==> src/rtl/srl_iter.sv <==
`default_nettype none
// ============================================================================
// Module      : srl_iter
// Description : Iterative shift-right unit that shifts one bit per cycle.
//               It performs a logical shift, or an arithmetic shift when
//               SRL_ITER_SRA_EN is defined.
// Revision    : 1.0 - initial release
// ============================================================================
module srl_iter #(
    parameter int WIDTH   = 64,
    parameter int SHAMT_W = 6
) (
    input  logic               clk,
    input  logic               rst_n,
    input  logic               start,
    input  logic               arith,
    input  logic [WIDTH-1:0]   A,
    input  logic [SHAMT_W-1:0] B,
    output logic [WIDTH-1:0]   Y,
    output logic               busy,
    output logic               done
);

    localparam logic [0:0] S_IDLE  = 1'b0;
    localparam logic [0:0] S_SHIFT = 1'b1;

    logic [0:0]         state_q, state_d;
    logic [WIDTH-1:0]   y_q, y_d;
    logic [SHAMT_W-1:0] count_q, count_d;
    logic               busy_q, busy_d;
    logic               done_q, done_d;
    logic               w_accept;
    logic               w_fill;

    assign w_accept = (state_q == S_IDLE) && start;

`ifdef SRL_ITER_SRA_EN
    logic fill_q, fill_d;

    always_comb begin
        fill_d = fill_q;
        if (w_accept) begin
            fill_d = arith & A[WIDTH-1];
        end
    end

    always_ff @(posedge clk) begin
        if (!rst_n) begin
            fill_q <= 1'b0;
        end else begin
            fill_q <= fill_d;
        end
    end

    assign w_fill = fill_q;
`else
    logic unused_arith;
    assign unused_arith = arith;
    assign w_fill       = 1'b0;
`endif

    // State register
    always_ff @(posedge clk) begin
        if (!rst_n) begin
            state_q <= S_IDLE;
            y_q     <= '0;
            count_q <= '0;
            busy_q  <= 1'b0;
            done_q  <= 1'b0;
        end else begin
            state_q <= state_d;
            y_q     <= y_d;
            count_q <= count_d;
            busy_q  <= busy_d;
            done_q  <= done_d;
        end
    end

    // Next-state logic
    always_comb begin
        state_d = state_q;
        case (state_q)
            S_IDLE: begin
                if (start) begin
                    state_d = S_SHIFT;
                end
            end
            S_SHIFT: begin
                if (count_q == '0) begin
                    state_d = S_IDLE;
                end
            end
            default: state_d = S_IDLE;
        endcase
    end

    // Datapath and output logic; done is only ever a single-cycle pulse
    always_comb begin
        y_d     = y_q;
        count_d = count_q;
        busy_d  = busy_q;
        done_d  = 1'b0;
        case (state_q)
            S_IDLE: begin
                if (start) begin
                    y_d     = A;
                    count_d = B;
                    busy_d  = 1'b1;
                end
            end
            S_SHIFT: begin
                if (count_q != '0) begin
                    y_d     = {w_fill, y_q[WIDTH-1:1]};
                    count_d = count_q - SHAMT_W'(1);
                end else begin
                    busy_d = 1'b0;
                    done_d = 1'b1;
                end
            end
            default: begin
                busy_d = 1'b0;
            end
        endcase
    end

    assign Y    = y_q;
    assign busy = busy_q;
    assign done = done_q;

endmodule
`default_nettype wire

==> config.mk <==
export PLATFORM = sky130hd
export DESIGN_NAME = srl_iter
export DESIGN_NICKNAME = d
export VERILOG_FILES = /design/src/rtl/srl_iter.sv
export SDC_FILE = /design/constraint.sdc
export NUM_CORES = 1
export LEC_CHECK = 0
export ABC_AREA = 0
export BUFFER_PORTS_ARGS = -buffer_cell sky130_fd_sc_hd__buf_2
export CAP_MARGIN = 20
export CORE_MARGIN = 8
export CORE_UTILIZATION = 51
export CTS_BUF_LIST = sky130_fd_sc_hd__clkbuf_4
export DETAILED_ROUTE_END_ITERATION = 8
export PLACE_DENSITY_LB_ADDON = 0.08
export SYNTH_ARGS = -nofsm -noshare
export SYNTH_HDL_FRONTEND = slang
export SYNTH_SLANG_ARGS = --single-unit
==> constraint.sdc <==
create_clock -name clk -period 2.3 [get_ports clk]
set_clock_uncertainty 0.2 [all_clocks]
set_input_delay 0.115 -clock clk [delete_from_list [all_inputs] [get_ports clk]]
set_output_delay 0.115 -clock clk [all_outputs]
set_load 0.01 [all_outputs]
==> metrics.txt <==
status completed; RSZ-0062 raised after global routing false; Syn Inst Count 406; Switching Share 30.9%; flop-to-flop setup slack 110 ps; DR pass1 iterations 7; die width 103 um; Syn Std Cell Area 3840 um2; Bufs and invs on worst path 2; vias per cell 4.98; clk sink count 73; pin count of the biggest net entering global routing 76; FF-to-FF path depth 6; YS warnings 0; vias post-DR 3553; share of the synthesized area in the top cell type 38.0%; DRT antenna net count 0; vias in the first global route 3573; top cells by area, synth dfxtp_1 (38%), mux2_2 (18%), mux2i_1 (17%), nand2_1 (13%), buf_12 (2.6%); Cell Pwr Density 625 nW/um2; CTS Root Cell clkbuf_4; clock buffer count from CTS 9; die height 103 um; Worst Setup SP count_q[0]$_SDFFE_PN0P_; Worst IR Drop VDD 0.362 mV; largest stage delay on the critical path 520 ps; commonest non-fill, non-tap cell in the layout buf_2; final number of setup-violating endpoints 0; Post-Place Cells 619; htree depth 3; io pins 140; Crit-path slowest cell or4b_4; DRC Markers 0; register area share after synthesis 38.0%; Iter 0 DRT Violations 103; Clock transition at path regs 120 ps; power share of the combinational group 32.2%; Mapped Avg Cell Area 9.47 um2; FP Rows 31; DPL Wire Length 6370 um; most common flop cell mapped by yosys dfxtp_1; fin cells 714; Final Power 3.42 mW; Top delay family on crit path simple AND/OR/NAND/NOR gates; worst min path class reg2reg; Fillers 599; Critical Path Sink Type register; part of the power in registers 45.1%; Core Area 7290 um2; Placement Cell Area 4520 um2; EDFF count, synth 0; Seq cells post-synth 73; die footprint 10600 um2; final hold vios 0; Slew Limit Fails 0; WS Path Type reg2reg; Clock power frac 22.7%; slew margin rel. 71.6%; crit-path cells inv_1 > ha_1 > or4b_4 > o22ai_4 > buf_12 > mux2i_1; commonest non-fill, non-tap cells in the layout buf_2 (137), nand2_1 (128), dlygate4sd3_1 (81); clock tree buffer depth 2; Internal Pwr Total 2.36 mW; CTS tree done; DP Worst Slack 201 ps; post-layout min period 2190 ps; initial core utilization 52.7%; crit path DAT 2280 ps; hold path depth 2; area leader, netlist dfxtp_1; setup TNS 0 ps; sw power 1.05 mW; PortBufs 138; leakage 2.55 nW; r2r endpoint Y[41]$_SDFFE_PN0P_; Fmax 458 MHz; first-pass GRT wire length 16600 um; WL final 10400 um; worst setup margin 115 ps; Yosys cell types 36; crit-path max FO 47; startpoint types register; Clock Latency Late Sink 390 ps; reg2reg start count_q[0]$_SDFFE_PN0P_; layout cells sized above 1 37.4%; Post-Syn Nets 482; HP Start Y[0]$_SDFFE_PN0P_; initial antenna violation count 0; final period utilization 95.0%; Avg WL per Cell 14.6 um; # nets final 687; grt total ovfl 0; P&R area growth vs syn 42.1%; # Max-Cap Violations 0; antenna cells 0; GRT Resource Usage Total 19.5%; Worst Hold Endpoint Y[0]$_SDFFE_PN0P_; worst-margin pin slew 426 ps; fraction of registers with async set/reset 0%; design area 5460 um2; setup bufs post-CTS 0; Final Wtd Congestion 0.808; Data required, critical path 2400 ps
## how the worst max path moves through the flow
stage                     slack (ps)  depth (start not counted)                 endpoint
final                            110                          6       Y[41]$_SDFFE_PN0P_
after global routing              50                          6       Y[38]$_SDFFE_PN0P_
after CTS                         10                          7  count_q[3]$_SDFFE_PN0P_
after detailed placement         200                          6       Y[59]$_SDFFE_PN0P_
after global placement           230                          6       Y[59]$_SDFFE_PN0P_
after floorplan                  340                          8        Y[0]$_SDFFE_PN0P_
## what timing repair did
| item | 4_1_cts | 5_1_grt |
|---|---|---|
| hold buffers | 81 | 0 |
| hold endpoints to repair | 73 | 0 |
| endpoints found under the setup margin | 0 | 4 |
| resized for setup | 0 | 4 |
## sequential cells by signal, indices dropped and copies added (netlist names)
signal,cells
busy,1
state_q,1
done,1
count_q,6
Y,64
## worst min-delay path: stages (launching register included)
cell and delay [ps]:
dfxtp_1 330, nand2_1 50, mux2i_1 50
## routing by layer
layer | vias up | GRT usage [%] | routed length (um)
met4 | 0 | 5.78 | 106
met2 | 90 | 34.9 | 5140
met1 | 1666 | 22.5 | 4540
li1 | 1788 | - | -
met5 | - | 0 | 0
met3 | 9 | 4.25 | 663
## Yosys cell counts, types with 2 or more instances
| cell type | count |
|---|---|
| nand2_1 | 128 |
| dfxtp_1 | 73 |
| mux2i_1 | 66 |
| mux2_2 | 63 |
| clkbuf_1 | 18 |
| buf_2 | 6 |
| buf_12 | 5 |
| nor2_1 | 5 |
| nor2b_1 | 5 |
| inv_1 | 4 |
| o21ai_0 | 4 |
| ha_1 | 2 |
| nand2b_1 | 2 |
| nand3_1 | 2 |
| nor3_1 | 2 |
## final cells by class
class,count,area (um2),area share (%)
tap,99,124,2.27
sequential,73,1470,26.9
timing repair buffer,225,1580,28.9
clock inverter,4,45.0,0.825
inverter,4,15.0,0.275
multi-input combinational,298,2150,39.4
clock buffer,11,82.6,1.51
## cells by family (layout without fill, tap and decap cells)
kind of cell | after synthesis | after routing | share of synthesized area (%)
muxes | 129 | 129 | 35.6
adders and majority gates | 2 | 2 | 0.651
and+or+nand+nor | 151 | 151 | 16.1
buffers and inverters | 35 | 244 | 6.12
AOI/OAI and AO/OA | 16 | 16 | 3.42
DFF | 73 | 73 | 38.0
## metrics by stage
stage                     util (%)  hold WS (ps)
final                         74.9           274
after global placement        62.0           191
after CTS                     74.9           274
after detailed placement      62.0           199
after floorplan                  -          68.5
after global routing          74.9           290
## power groups by stage
stage          clock, mW  sequential, mW  combinational [mW]
2_1_floorplan          0            1.61               0.675
3_3_place_gp           0            1.56               0.967
3_5_place_dp           0            1.56               0.985
4_1_cts            0.795            1.54                1.10
5_1_grt            0.860            1.56                1.19
6_report           0.774            1.54                1.10
Power figures use the tool's default switching activity.
